`src/rtl/dn_counter.sv`:
```
// Loadable down counter with terminal-count pulse and optional auto-reload.
// All state updates on the falling edge of clk; asynchronous active-low reset.
module dn_counter #(
    parameter int WIDTH = 4
) (
    input  logic             clk,
    input  logic             reset,
    input  logic             load,
    input  logic [WIDTH-1:0] din,
    input  logic             en,
    input  logic             auto_reload,
    output logic [WIDTH-1:0] q,
    output logic             tc,
    output logic             busy,
    output logic             done
);

    typedef enum logic [1:0] {
        IDLE = 2'd0,
        RUN  = 2'd1,
        DONE = 2'd2
    } state_t;

    state_t           state, state_nx;
    logic [WIDTH-1:0] rld, rld_nx;
    logic [WIDTH-1:0] q_nx;
    logic             tc_nx;

    always_ff @(negedge clk or negedge reset) begin
        if (!reset) begin
            state <= IDLE;
            q     <= '0;
            rld   <= '0;
            tc    <= 1'b0;
        end else begin
            state <= state_nx;
            q     <= q_nx;
            rld   <= rld_nx;
            tc    <= tc_nx;
        end
    end

    always_comb begin
        state_nx = state;
        q_nx     = q;
        rld_nx   = rld;
        tc_nx    = 1'b0;
        if (load) begin
            q_nx     = din;
            rld_nx   = din;
            state_nx = (din != '0) ? RUN : DONE;
        end else begin
            unique case (state)
                RUN: begin
                    if (en) begin
                        // q==0 never occurs in RUN, so q==1 is the only terminal value
                        if (q == WIDTH'(1)) begin
                            tc_nx = 1'b1;
                            if (auto_reload) begin
                                q_nx = rld;
                            end else begin
                                q_nx     = '0;
                                state_nx = DONE;
                            end
                        end else begin
                            q_nx = q - WIDTH'(1);
                        end
                    end
                end
                IDLE, DONE: q_nx = '0;
                default: begin
                    state_nx = IDLE;
                    q_nx     = '0;
                end
            endcase
        end
    end

    assign busy = (state == RUN);
    assign done = (state == DONE);

endmodule

```
`config.mk`:
```
export PLATFORM = sky130hd
export DESIGN_NAME = dn_counter
export DESIGN_NICKNAME = d
export VERILOG_FILES = /design/src/rtl/dn_counter.sv
export SDC_FILE = /design/constraint.sdc
export NUM_CORES = 1
export LEC_CHECK = 0
export CAP_MARGIN = 20
export CORE_UTILIZATION = 35
export CTS_BUF_LIST = sky130_fd_sc_hd__clkbuf_8 sky130_fd_sc_hd__clkbuf_16
export CTS_CLUSTER_DIAMETER = 30
export DETAILED_ROUTE_END_ITERATION = 10
export PLACE_DENSITY = 0.73
export RECOVER_POWER = 25
export SKIP_CTS_REPAIR_TIMING = 1
export SLEW_MARGIN = 20
export SYNTH_ARGS = -nofsm -noshare
export SYNTH_HDL_FRONTEND = slang
export SYNTH_SLANG_ARGS = --single-unit
```
`constraint.sdc`:
```
create_clock -name clk -period 1.52 [get_ports clk]
set_input_delay 0.304 -clock clk [delete_from_list [all_inputs] [get_ports clk]]
set_output_delay 0.304 -clock clk [all_outputs]
set_load 0.05 [all_outputs]
```
# Word level (Yosys, flattened, before mapping)
# Index checks and enable logic that the tools add are counted.
[totals]
output_inout_bits = 7
regBits = 11
in_bits = 9
elab_cells = 31
[classes]
n_mux = 15
addsub = 1
eq_ne = 7
reduce_logical = 4
[ops]
columns = ["cell", "count"]
rows = [
  ["2-to-1 mux 4 bit", 5],
  ["2-to-1 mux 2 bit", 5],
  ["!= test 3 bit (second input constant)", 2],
  ["equality test 4 x 1 -> 1 bit (second input constant)", 1],
  ["2-to-1 mux 1 bit", 4],
  ["one-hot mux 2 bit (2 select lines)", 1],
  ["AND reduction 4 bit", 1],
  ["nonzero test 4 bit", 1],
  ["subtractor 4 x 1 -> 4 bit (second input constant)", 1],
  ["!= test 3 x 2 -> 1 bit (second input constant)", 1],
  ["equality test 2 x 1 -> 1 bit (second input constant)", 1],
  ["equality test 2 bit (second input constant)", 1],
  ["logical NOT 2 bit", 1],
  ["!= test 2 bit (second input constant)", 1],
  ["OR reduction 2 bit", 1],
]

# Depth between registers and ports, before layout
# Gate-level depths: netlist (run 1).
[depth]
depth_word = 5
depth_mapped = 5
ltp_nobuf = 5

==> metrics, run 1 <==
Routed WL per cell=19.3 microns; setup violators final=11; Clock Latency Late Sink=260 ps; largest net degree at the start of global routing=12; CTS tree=built; crit path DAT=1860 ps; Main synth FF type=dfrtn_1; die area=1920 sq um; Max stage delay on crit path=470 ps; RePlAce Congestion=0.923; Syn Std Cell Area=613 sq um; antenna violations before repair=0; Worst Path Buf+Inv=1; Inserted Diodes=0; Yosys reg bits=11; Setup TNS=-3390 ps; outcome=complete, but fails checks; CTS H-tree lvls=1; failing checks=design-rule violations, negative setup slack; number of flops mapped to enable cells by yosys=0; critical path peak fanout=3; PwrDens=884 nW/um^2; IO Pins=16; Post-route DRC=1; router iterations before antenna repair=7; Initial Utilization=0.389; HP Class=reg2reg; leakage=0.000533 uW; Final nets=99; CTS clk-pin slew, worst paths=40 ps; Max Slew Vio Count=0; Core Area=1580 sq um; sequential share of the synthesized area=0.449; Congestion Overflow GR=0; most frequent cells in the layout=11 x dfrtn_1, 10 x buf_4, 9 x buf_12; Die X=43.9 microns; RSZ-0062 raised after global routing=true; TritonCTS buffer count=3; final setup margin=-639 ps; area of the multi-input gates=454 sq um; synthesis warning total=0; Syn Area/Cell=11.1 sq um; Fillers=89; Setup Crit Path Kind=reg2out; Syn Inst Count=55; CP required=1220 ps; most common cell after layout, fill and taps aside=dfrtn_1; DP Worst Slack=-805 ps; Via Count=588; Total Wirelength=1990 microns; Initial DRC Count=27; P&R area growth vs syn=90.2%; crit start category=flip-flop; Total GRT Usage=0.205; VDD IR max=732 uV; clock sink count=11; CP cell instances=nor2b_4 -> buf_12; first-pass GRT wire length=2650 microns; crit path capture type=primary output; row count=14; vias in the first global route=555; Yosys cell types=25; slew of the pin with the lowest slew margin=378 ps; Max Cap Violations=0; Post-DP HPWL=1220 microns; Final ANT Viol Nets=0; Port Buffers=15; Post-Syn Nets=66; share of cells above drive strength 1=0.598; CP top delay family=flip-flops; clock skew=2.05 ps; fin util=0.740; Final Hold Vio Count=0; ranking of synthesized cells by area=dfrtn_1 45%, mux2_2 7.3%, a32oi_1 4.3%; FF+latch area=275 sq um; Max Root-Sink Buffers=2; post-synth top area share=0.449; critical path's slowest cell=dfrtn_1; Slew headroom=0.748; clk root buf=clkbuf_8; drt via density=5.71; biggest area consumer among synthesized cells=dfrtn_1; fraction of registers with async set/reset=1.00; Die Ht=43.9 microns
[worst paths after layout]
| path | start | end | slack, ps | cells past startpoint |
|---|---|---|---|---|
| setup / recovery | state[1] | done | -640 | 2 |
| hold / removal | rld[3] | rld[3] | 460 | 1 |
| setup reg to reg | q[1] | q[1] | -10 | 6 |
| hold reg to reg | rld[3] | rld[3] | 460 | 1 |
| max in group asynchronous | reset | state[0] | 150 | 2 |
| min in group asynchronous | reset | q[2] | 1110 | 2 |
[power breakdown]
group / leakage [uW] / total, uW / internal, uW / switching, uW
Clock: 0.0000269 / 296 / 178 / 118
Sequential: 0.000135 / 344 / 322 / 21.6
Combinational: 0.000371 / 391 / 203 / 187
Total: 0.000533 / 1030 / 704 / 327
[per-layer routing]
layer,GRT usage,part of all wire
met4,0.170,0.034
met1,0.254,0.42
met5,0,0
met3,0.0375,0.029
met2,0.307,0.51
[cells by family (layout without fill, tap and decap cells)]
| group | count (synthesis) | in the layout | share of synthesized area |
|---|---|---|---|
| and+or+nand+nor | 18 | 18 | 0.206 |
| AOI/OAI and AO/OA | 13 | 13 | 0.157 |
| DFF | 11 | 11 | 0.449 |
| muxes | 6 | 6 | 0.110 |
| buffers and inverters | 5 | 37 | 0.0367 |
| adders and majority gates | 2 | 2 | 0.0408 |
[cells in the mapped netlist, drive strengths merged (2+ instances only)]
| cell | count |
|---|---|
| dfrtn | 11 |
| nor3b | 3 |
| nand2 | 6 |
| nor2b | 2 |
| nor2 | 2 |
| inv | 4 |
| o21ai | 3 |
| a32oi | 3 |
| mux2 | 6 |
| nand2b | 2 |
| o41ai | 2 |
| ha | 2 |
[cell type report]
class / count / share of cell area
Tap cell: 16 / 0.0172
Clock buffer: 3 / 0.0354
Multi-Input combinational cell: 39 / 0.389
Inverter: 4 / 0.0129
Timing Repair Buffer: 29 / 0.306
Sequential cell: 11 / 0.236
Clock inverter: 1 / 0.00322
[registers in the layout (all words and copies together), names as in the netlist]
register and flops:
rld 4, tc 1, state 2, q 4
[per-stage QoR]
stage / hold WS (ps) / total power (uW) / cells / instance area [sq um]
finish: 458 / 1030 / 103 / 1170
global route: 483 / 1070 / 103 / 1170
CTS: 460 / 976 / 101 / 1060
detailed placement: 452 / 679 / 97 / 1020
global placement: 457 / 670 / 97 / 1020
floorplan: 434 / 509 / 55 / 683
Note: power is estimated with default switching activity, not from simulation.
==> run 2: changes to the inputs <==
--- a/config.mk
+++ b/config.mk
@@ -6,11 +6,11 @@
 export NUM_CORES = 1
 export LEC_CHECK = 0
 export CAP_MARGIN = 20
-export CORE_UTILIZATION = 35
+export CORE_UTILIZATION = 43
 export CTS_BUF_LIST = sky130_fd_sc_hd__clkbuf_8 sky130_fd_sc_hd__clkbuf_16
 export CTS_CLUSTER_DIAMETER = 30
 export DETAILED_ROUTE_END_ITERATION = 10
-export PLACE_DENSITY = 0.73
+export PLACE_DENSITY = 0.84
 export RECOVER_POWER = 25
 export SKIP_CTS_REPAIR_TIMING = 1
 export SLEW_MARGIN = 20
==> run 2 against run 1 <==
- the run ends with negative setup slack left
- die area is 18% lower
- flip-flop and latch count is the same
- cell area is 0.43% lower
- clock power is 2% lower
==> metrics, run 2 (synthesis results as in run 1) <==
fin area=1160 sq um (-0.43%); leakage=0.000546 uW (+2.3%); Fillers=54 (-39%); Register-to-Register Setup Slack=60 ps (+70 ps); PwrDens=877 nW/um^2 (-0.76%); FF+latch area=275 sq um (unchanged); RePlAce Congestion=0.815 (-12%); Initial DRC Count=11 (-59%); Max Cap Violations=0 (unchanged); CP required=1220 ps (about the same); clock skew=1.76 ps (-0.288 ps); Post-DP HPWL=1340 microns (+9.7%); CP Launch Point=state[1]; slew of the pin with the lowest slew margin=294 ps (-83.6 ps); share of cells above drive strength 1=0.578 (-0.0199); row count=13 (-1); RSZ-0062 raised after global routing=true; Inserted Diodes=0 (unchanged); Finished Layout Cells=105 (+1.9%); Largest regs=q (4), rld (4), state (2); router iterations before antenna repair=4 (-3); Max Slew Vio Count=0 (unchanged); Total GRT Usage=0.268 (+0.0637); setup violators final=10 (-1); critical path peak fanout=3 (unchanged); Via Count=631 (+7.3%); Clock Latency Late Sink=260 ps (about the same); reg2reg start=q[0]; reg2reg end=q[0]; largest net degree at the start of global routing=12 (unchanged); most common cell after layout, fill and taps aside=buf_4; Die X=39.8 microns (-9.3%); Max Root-Sink Buffers=2 (unchanged); Final Hold Vio Count=0 (unchanged); CTS H-tree lvls=1 (unchanged); drt via density=6.01 (+5.3%); crit path capture type=primary output; HP Class=reg2reg; area of the multi-input gates=442 sq um (-2.8%); Initial Utilization=0.465 (+0.0764); Total Wirelength=1980 microns (-0.25%); Final ANT Viol Nets=0 (unchanged); CTS clk-pin slew, worst paths=40 ps (about the same); Slew headroom=0.804 (+0.0560); Hold Path Depth=1 (unchanged); Congestion Overflow GR=0 (unchanged); final setup margin=-639 ps (+0.649 ps); Core Area=1320 sq um (-16%); P&R area growth vs syn=89.4%; vias in the first global route=583 (+5.0%); failing checks=negative setup slack; outcome=complete, but fails checks; total chip power=1020 uW (-1.2%); first-pass GRT wire length=2620 microns (-1.0%); Setup TNS=-3310 ps (+79.7 ps); IO Pins=16 (unchanged); VDD IR max=804 uV (+9.8%); crit path DAT=1850 ps (about the same); Final nets=102 (+3.0%); placed cell count=97 (unchanged); Die Ht=39.8 microns (-9.3%); TritonCTS buffer count=3 (unchanged); Setup Crit Path Kind=reg2out; CTS tree=built; placed cell area=1010 sq um (-0.61%); Port Buffers=15 (unchanged); Post-route DRC=0 (-1); hold slack final=464 ps (+6.58 ps); antenna violations before repair=0 (unchanged); Worst setup endpoint=done; clk root buf=clkbuf_8; Routed WL per cell=18.9 microns (-2.2%); clock sink count=11 (unchanged); most frequent cells in the layout=13 x buf_4, 11 x dfrtn_1, 7 x buf_12; die area=1580 sq um (-18%); crit start category=flip-flop; reg2reg path depth=5 (-1)
## run 2: cell types whose count changed in the layout (fill, tap and decap cells not counted), moves of 2 or more
cell / before / now
buf_4: 10 / 13
buf_6: 1 / 4
buf_12: 9 / 7
clkbuf_2: 5 / 3
## run 2: worst min path at each step
stage | slack [ps] | from | endpoint
finish | 460 | rld[1] | rld[1]
global route | 480 | rld[3] | rld[3]
CTS | 470 | rld[3] | rld[3]
detailed placement | 460 | rld[3] | rld[3]
global placement | 460 | rld[3] | rld[3]
floorplan | 430 | rld[2] | rld[2]
## run 2: worst max-delay path, stage by stage, from the launching register on
cell and delay (ps):
dfrtn_1 470, nor2b_4 210, buf_12 150
## run 2: final cells by class
type                       count  share of cell area
clock buffer                   3              0.0356
multi-input combinational     39               0.380
timing repair buffer          32               0.315
tap                           15              0.0162
sequential                    11               0.237
inverter                       4              0.0129
clock inverter                 1             0.00323
## run 2: power breakdown
part	switching (uW)	internal (uW)	total [uW]
combinational	182	200	382
clock	113	178	290
sequential	23.2	322	346
total	318	700	1020
## run 2: routing by layer
layer	global-route usage	wire length (microns)
met1	0.284	761
met2	0.443	1070
met3	0.0966	86
met4	0.172	69
met5	0	0
## run 2: per-stage QoR
step                utilization  setup WS [ps]
floorplan                     -           -359
global placement          0.768           -749
detailed placement        0.768           -808
CTS                       0.802           -649
global route              0.881           -668
finish                    0.881           -639
